[src/rtl/lr35902_joypad_pkg.sv]
// Shared constants for the joypad block: button bit positions and default debounce depth.
// Button indices follow the btn_n / buttons_n bit order.
package lr35902_joypad_pkg;

    localparam int unsigned BTN_RIGHT  = 0;
    localparam int unsigned BTN_LEFT   = 1;
    localparam int unsigned BTN_UP     = 2;
    localparam int unsigned BTN_DOWN   = 3;
    localparam int unsigned BTN_A      = 4;
    localparam int unsigned BTN_B      = 5;
    localparam int unsigned BTN_SELECT = 6;
    localparam int unsigned BTN_START  = 7;

    localparam int unsigned NUM_BTNS                = 8;
    localparam int unsigned DEBOUNCE_CYCLES_DEFAULT = 16;

endpackage

[src/rtl/lr35902_debounce.sv]
// Single-button two-flop synchronizer plus saturating debounce counter.
// Latency: a raw edge captured at E0 reaches stable_o after edge E0+1+DEBOUNCE_CYCLES; no backpressure.
module lr35902_debounce
    import lr35902_joypad_pkg::*;
#(
    parameter int unsigned DEBOUNCE_CYCLES = DEBOUNCE_CYCLES_DEFAULT
) (
    input  logic clk,
    input  logic reset,
    input  logic btn_n_i,
    output logic stable_o
);

    localparam int unsigned     CNT_W   = (DEBOUNCE_CYCLES > 1) ? $clog2(DEBOUNCE_CYCLES) : 1;
    localparam logic [CNT_W-1:0] CNT_MAX = CNT_W'(DEBOUNCE_CYCLES - 1);

    logic             sync1_q;
    logic             sync2_q;
    logic             stable_q;
    logic             stable_d;
    logic [CNT_W-1:0] cnt_q;
    logic [CNT_W-1:0] cnt_d;

    // Any sample that agrees with stable restarts the count, so glitches never accumulate.
    always_comb begin
        stable_d = stable_q;
        cnt_d    = '0;
        if (sync2_q != stable_q) begin
            if (cnt_q == CNT_MAX) begin
                stable_d = sync2_q;
            end else begin
                cnt_d = cnt_q + CNT_W'(1);
            end
        end
    end

    always_ff @(posedge clk) begin
        if (reset) begin
            sync1_q  <= 1'b1;
            sync2_q  <= 1'b1;
            stable_q <= 1'b1;
            cnt_q    <= '0;
        end else begin
            sync1_q  <= btn_n_i;
            sync2_q  <= sync1_q;
            stable_q <= stable_d;
            cnt_q    <= cnt_d;
        end
    end

    assign stable_o = stable_q;

endmodule

[src/rtl/lr35902_joypad.sv]
// Game Boy joypad: per-button debounce, P14/P15 matrix column mux and press pulse.
// Latency: columns and press are registered one cycle after the debounced state; no backpressure.
module lr35902_joypad
    import lr35902_joypad_pkg::*;
#(
    parameter int unsigned DEBOUNCE_CYCLES = DEBOUNCE_CYCLES_DEFAULT
) (
    input  logic       clk,
    input  logic       reset,
    input  logic [7:0] btn_n,
    input  logic       p14,
    input  logic       p15,
    output logic       p10,
    output logic       p11,
    output logic       p12,
    output logic       p13,
    output logic [7:0] buttons_n,
    output logic       press
);

    logic [7:0] stable;
    logic [7:0] stable_prev_q;
    logic [3:0] dir;
    logic [3:0] act;
    logic [3:0] col_q;
    logic [3:0] col_d;
    logic       press_q;
    logic       press_d;

    for (genvar i = 0; i < NUM_BTNS; i++) begin : g_btn
        lr35902_debounce #(
            .DEBOUNCE_CYCLES(DEBOUNCE_CYCLES)
        ) u_debounce (
            .clk     (clk),
            .reset   (reset),
            .btn_n_i (btn_n[i]),
            .stable_o(stable[i])
        );
    end

    always_comb begin
        dir     = p14 ? 4'hF : {stable[BTN_DOWN], stable[BTN_UP], stable[BTN_LEFT], stable[BTN_RIGHT]};
        act     = p15 ? 4'hF : {stable[BTN_START], stable[BTN_SELECT], stable[BTN_B], stable[BTN_A]};
        col_d   = dir & act;
        // OR across bits merges simultaneous presses into one pulse.
        press_d = |(stable_prev_q & ~stable);
    end

    always_ff @(posedge clk) begin
        if (reset) begin
            stable_prev_q <= 8'hFF;
            col_q         <= 4'hF;
            press_q       <= 1'b0;
        end else begin
            stable_prev_q <= stable;
            col_q         <= col_d;
            press_q       <= press_d;
        end
    end

    assign buttons_n = stable;
    assign {p13, p12, p11, p10} = col_q;
    assign press = press_q;

endmodule
[config.mk]
export PLATFORM = sky130hd
export DESIGN_NAME = lr35902_joypad
export DESIGN_NICKNAME = d
export VERILOG_FILES = /design/src/rtl/lr35902_joypad_pkg.sv /design/src/rtl/lr35902_debounce.sv /design/src/rtl/lr35902_joypad.sv
export SDC_FILE = /design/constraint.sdc
export NUM_CORES = 1
export LEC_CHECK = 0
export BUFFER_PORTS_ARGS = -buffer_cell sky130_fd_sc_hd__buf_2
export CAP_MARGIN = 25
export CORE_ASPECT_RATIO = 0.9
export CORE_MARGIN = 3
export CORE_UTILIZATION = 34
export DETAILED_ROUTE_END_ITERATION = 16
export PLACE_DENSITY_LB_ADDON = 0.08
export SLEW_MARGIN = 10
export SYNTH_ARGS = -nofsm -noshare
export SYNTH_HDL_FRONTEND = slang
export SYNTH_SLANG_ARGS = --single-unit
[constraint.sdc]
create_clock -name clk -period 2.7 [get_ports clk]
set_clock_uncertainty 0.15 [all_clocks]
set_input_delay 0.135 -clock clk [delete_from_list [all_inputs] [get_ports clk]]
set_output_delay 0.135 -clock clk [all_outputs]
set_load 0.02 [all_outputs]
# After elaboration in Yosys (flattened, before gate mapping)
# Index checks and enable logic that the tools add are counted.
[word_totals] memories=0 register_bits=69 mem_bits_rw=0 output_inout_bits=13 in_bits=12 latch_bits=0 mem_bits_ro=0 wordCells=89
[op_classes] magnitude_cmp=0 n_eq_ne=16 n_shift=0 mul=0 n_div=0 bitwise=11 mux=2 add_sub_neg=8 reduce_logical=17
[ops] op="$add 4x1->4 const B" count=8
[ops] op="$eq 4x4->1 const B" count=8
[ops] op="$reduce_or 3->1" count=8
[ops] op="$reduce_and 2->1" count=8
[ops] op="$and 8x8->8" count=1
[ops] op="$mux 4" count=2
[ops] op="$ne 1x1->1" count=8
[ops] op="$not 1->1" count=8
[ops] op="$not 8->8" count=1
[ops] op="$reduce_or 8->1" count=1
[ops] op="$and 4x4->4" count=1

# Longest topological paths before layout
[depth] depth_word=3 ltp_mapped=4 depth_no_buf=4

# By module
# Synthesis repeated with hierarchy kept, for this count alone.
[hier_totals] cells_unflattened=234 area_unflattened_um2=2449.8
[by_module_without_submodules] module="lr35902_debounce" area_each_um2=251.5 cells_per_inst=24 instances=8 seq_area_each_um2=140.1
[by_module_without_submodules] module="lr35902_joypad" area_each_um2=437.9 cells_per_inst=42 instances=1 seq_area_each_um2=260.2

# Worst setup path before layout
# Ideal clock, no wire load.
[synth_timing] path_kind="register to register" from="register g_btn[1].u_debounce.stable_q" to="register press_q, in the netlist press" setup_ps=128 synth_period_minus_slack_ps=1141 t_arrival_ps=862 path_buffers=0 setup_slack_ps=1559 stages_incl_launch_ff=4 required_ps=2422 cell_sequence="dfxtp_1 -> nor2b_1 -> a2111oi_2 -> a31oi_1"
[synth_via] elab_chain_cells=3
[synth_lines] item="from (decl)" line="lr35902_debounce.sv:19" rtl="logic stable_q;"
[synth_lines] item="from (signal assigned)" line="lr35902_debounce.sv:46" rtl="stable_q <= stable_d;"
[synth_lines] item="$not 8->8" line="lr35902_joypad.sv:46" rtl="press_d = |(stable_prev_q & ~stable);"
[synth_lines] item="$and 8x8->8" line="lr35902_joypad.sv:46"
[synth_lines] item="$reduce_or 8->1" line="lr35902_joypad.sv:46"
[synth_lines] item="to (signal assigned)" line="lr35902_joypad.sv:57" rtl="press_q <= press_d;"
[synth_lines] item="to (decl)" line="lr35902_joypad.sv:27" rtl="logic press_q;"
# Every way passes these cells.
# A chain may end at the register's enable or synchronous reset.

# Worst setup path in the final report
[layout_timing] from="input port p14" to="register col_q[0]"
[layout_via] elab_chain_cells=2
[layout_lines] item="from (decl)" line="lr35902_joypad.sv:11" rtl="input logic p14,"
[layout_lines] item="$mux 4" line="lr35902_joypad.sv:42" rtl="dir = p14 ? 4'hF : {stable[BTN_DOWN], stable[BTN_UP], stable[BTN_LEFT], stable[BTN_RIGHT]};"
[layout_lines] item="$and 4x4->4" line="lr35902_joypad.sv:44" rtl="col_d = dir & act;"
[layout_lines] item="to (signal assigned)" line="lr35902_joypad.sv:56" rtl="col_q <= col_d;"
[layout_lines] item="to (decl)" line="lr35902_joypad.sv:25" rtl="logic [3:0] col_q;"
# Every way passes these cells.

==> run_results.csv <==
group,metric,value,unit
timing,finalHoldViolations,0,
critical_path,crit_buf_inv,3,
critical_path,required,2.78,ns
placed_design,place_hpwl,2580,um
detailed_routing,drc,0,
yosys,synth_area_per_cell,10.5,um^2
power_and_ir_drop,leakage,1.33,nW
floorplan,rows,29,
cts,clk_path_buf_depth,2,
critical_path,cp_data_arrival_time,1.56,ns
yosys,synthCells,238,
cts,cts-root-buf,"clkbuf_8",
yosys,synth.distinct_cells,20,
power_and_ir_drop,seqPwrFrac,0.534,
cts,cts_sinks,69,
critical_path,cp_cell_sequence,"dlygate4sd3_1 > buf_2 > o22ai_1 > dlygate4sd3_1 > nand2b_1",
power_and_ir_drop,p_switching,0.000384,W
timing,period_share,0.548,
critical_path,cp_slowest_stage_delay,0.56,ns
yosys,yosysSeqAreaShare,0.551,
cells_and_area,nets,291,
global_routing,grt_max_degree,54,
floorplan,die_area,8440,um^2
timing,tightest_slew,0.660,ns
timing,final-max-slew-violation-count,0,
power_and_ir_drop,vdd_drop_max,324,uV
critical_path,crit_family,"buffers and inverters",
cts,cts_max_level,3,
critical_path,worst_path_max_delay_cell,"dlygate4sd3_1",
timing,worst_slack,1.22,ns
global_routing,grt_usage,0.106,
timing,slew_headroom,0.560,
timing,setup_violations,0,
timing,fin_tns_setup,0,ns
detailed_routing,routed_wl,3760,um
power_and_ir_drop,p_int,0.00156,W
floorplan,die_w,96.5,um
cts,cts_tree,"yes",
detailed_routing,drt_iter0_drc,39,
detailed_routing,vias,1541,
yosys,ys_ff_latch,69,
cts,cts_resized,0,
cts,clock_latency,0.34,ns
cells_and_area,n_antenna_cell,0,
placed_design,gp_congestion,0.683,
global_routing,antenna_found_initial,0,
cells_and_area,area_growth,19.0,%
yosys,yosys_warnings,0,
timing,rsz0062_at_grt,"no",
global_routing,grt_pass1_wl,6490,um
yosys,synth_area,2510,um^2
timing,fmax,676,MHz
outcome,status,"complete, no violations",
critical_path,crit_fanout,4,
job,maxCapViolations,0,
floorplan,ios,25,
floorplan,core,7110,um^2
detailed_routing,dr.pass1.iters,4,
cts,cts_setup_buffers,0,
floorplan,die_y,87.5,um
hold_path,hp-class,"in2reg",
detailed_routing,wl_per_cell,10.2,um
cells_and_area,final_layout_size_suffix_gt1_frac,0.210,
placed_design,pre_cts_slack,1.39,ns
cts,clk_pin_slew,0.07,ns
cells_and_area,layout.cells.most_common,"dfxtp_1",
critical_path,endpoint_kind,"flop",
critical_path,worst_setup_path_start_kind,"input port",
critical_path,crit_top_cell,"dlygate4sd3_1",
cts,cts_buffers,9,
placed_design,portBuffers,24,
power_and_ir_drop,p_comb_frac,0.028,
power_and_ir_drop,power_density,652,nW/um^2
timing,finalCriticalPeriod,1.48,ns
yosys,synth_fp_nets,258,
cells_and_area,layout_common_cells,"dfxtp_1 (69), xor2_1 (24), nor2_1 (24), buf_2 (24), or2_2 (17)",
power_and_ir_drop,switching_share,0.198,
floorplan,initial_utilization,0.352,
critical_path,critPathKind,"in2reg",
power_and_ir_drop,p_clk_frac,0.438,
detailed_routing,routed_via_density,4.18,
cts,hold_buffers,11,
detailed_routing,ant_nets,0,
global_routing,grt_pass1_vias,1474,
global_routing,grt_overflow,0,
[power groups by stage]
stage | sequential (W) | clock (W) | combinational [W]
floorplan | 0.00106 | 0 | 0.0000297
global placement | 0.00106 | 0 | 0.0000452
detailed placement | 0.00106 | 0 | 0.0000448
CTS | 0.00104 | 0.000894 | 0.0000558
global route | 0.00104 | 0.000942 | 0.0000623
finish | 0.00104 | 0.000853 | 0.0000543
[layer usage]
layer | track usage | vias up | routed length, um | share of wire
met2 | 0.151 | 28 | 1480 | 0.39
met3 | 0.0648 | 9 | 242 | 0.064
met4 | 0.0535 | 0 | 87 | 0.023
met5 | 0 | - | 0 | 0
met1 | 0.124 | 674 | 1950 | 0.52
li1 | - | 830 | - | -
[flip-flops by register name (all words and copies together), names as in the netlist]
| register | cells |
|---|---|
| g_btn.u_debounce.cnt_q | 32 |
| g_btn.u_debounce.stable_o | 8 |
| g_btn.u_debounce.sync1_q | 8 |
| g_btn.u_debounce.sync2_q | 8 |
| stable_prev_q | 8 |
| col_q | 4 |
| press | 1 |
[worst paths after layout]
path	from	end	slack, ns	depth (start not counted)
max	p14	col_q[0]$_SDFF_PP1_	1.22	5
min	reset	press$_SDFF_PP0_	0.23	2
max reg2reg	g_btn[0].u_debounce.stable_o$_SDFFE_PP1P_	col_q[0]$_SDFF_PP1_	1.27	3
min reg2reg	g_btn[5].u_debounce.sync1_q$_SDFF_PP1_	g_btn[5].u_debounce.sync2_q$_SDFF_PP1_	0.25	1
[worst register-to-register path, delay by kind of cell, from the launching register on]
family | cells | cell delay (ns)
AND/OR/NAND/NOR | 1 | 0.06
flip-flops | 1 | 0.48
buffers and inverters | 1 | 0.56
AO/OA/AOI/OAI | 1 | 0.13
[synthesized netlist by cell type]
library cell	number	area share
nand2b_1	12	0.030
a22oi_1	2	0.0060
clkbuf_1	4	0.0060
or2_1	7	0.017
and3b_1	8	0.028
buf_2	1	0.0020
a31oi_1	1	0.0025
nor2b_1	3	0.0075
ha_1	8	0.040
a2111oi_2	1	0.0060
xor2_1	24	0.084
dfxtp_1	69	0.55
inv_1	13	0.019
nand3_1	16	0.032
or2_2	17	0.042
o22ai_1	4	0.010
nand3b_1	8	0.024
mux2i_1	8	0.032
nor2_1	24	0.036
buf_4	8	0.024
[through the flow]
step	hold WS [ns]	instance area (um^2)	util	instances	power, W
floorplan	0.0888	2510	-	238	0.00109
global placement	0.167	2660	0.374	342	0.00111
detailed placement	0.170	2660	0.374	342	0.00111
CTS	0.234	2980	0.419	369	0.00199
global route	0.274	2980	0.419	369	0.00204
finish	0.234	2980	0.419	369	0.00195
[cell families after synthesis]
family                     count (synthesis)  synth area share
buffers and inverters                     26            0.0514
adders and majority gates                  8            0.0399
and+or+nand+nor                           95             0.217
DFF                                       69             0.551
AOI/OAI and AO/OA                          8            0.0245
xor gates and xnor gates                  24            0.0839
muxes                                      8            0.0320
[layout make-up]
| class | instances | area, um^2 |
|---|---|---|
| clock buffers | 12 | 165 |
| clock inverters | 4 | 45.0 |
| fillers | 723 | 4130 |
| inverters | 13 | 48.8 |
| multi-input cells | 143 | 996 |
| flip-flops and latches | 69 | 1380 |
| well taps | 93 | 116 |
| repair buffers | 35 | 230 |
(Power assumes the default switching activity.)
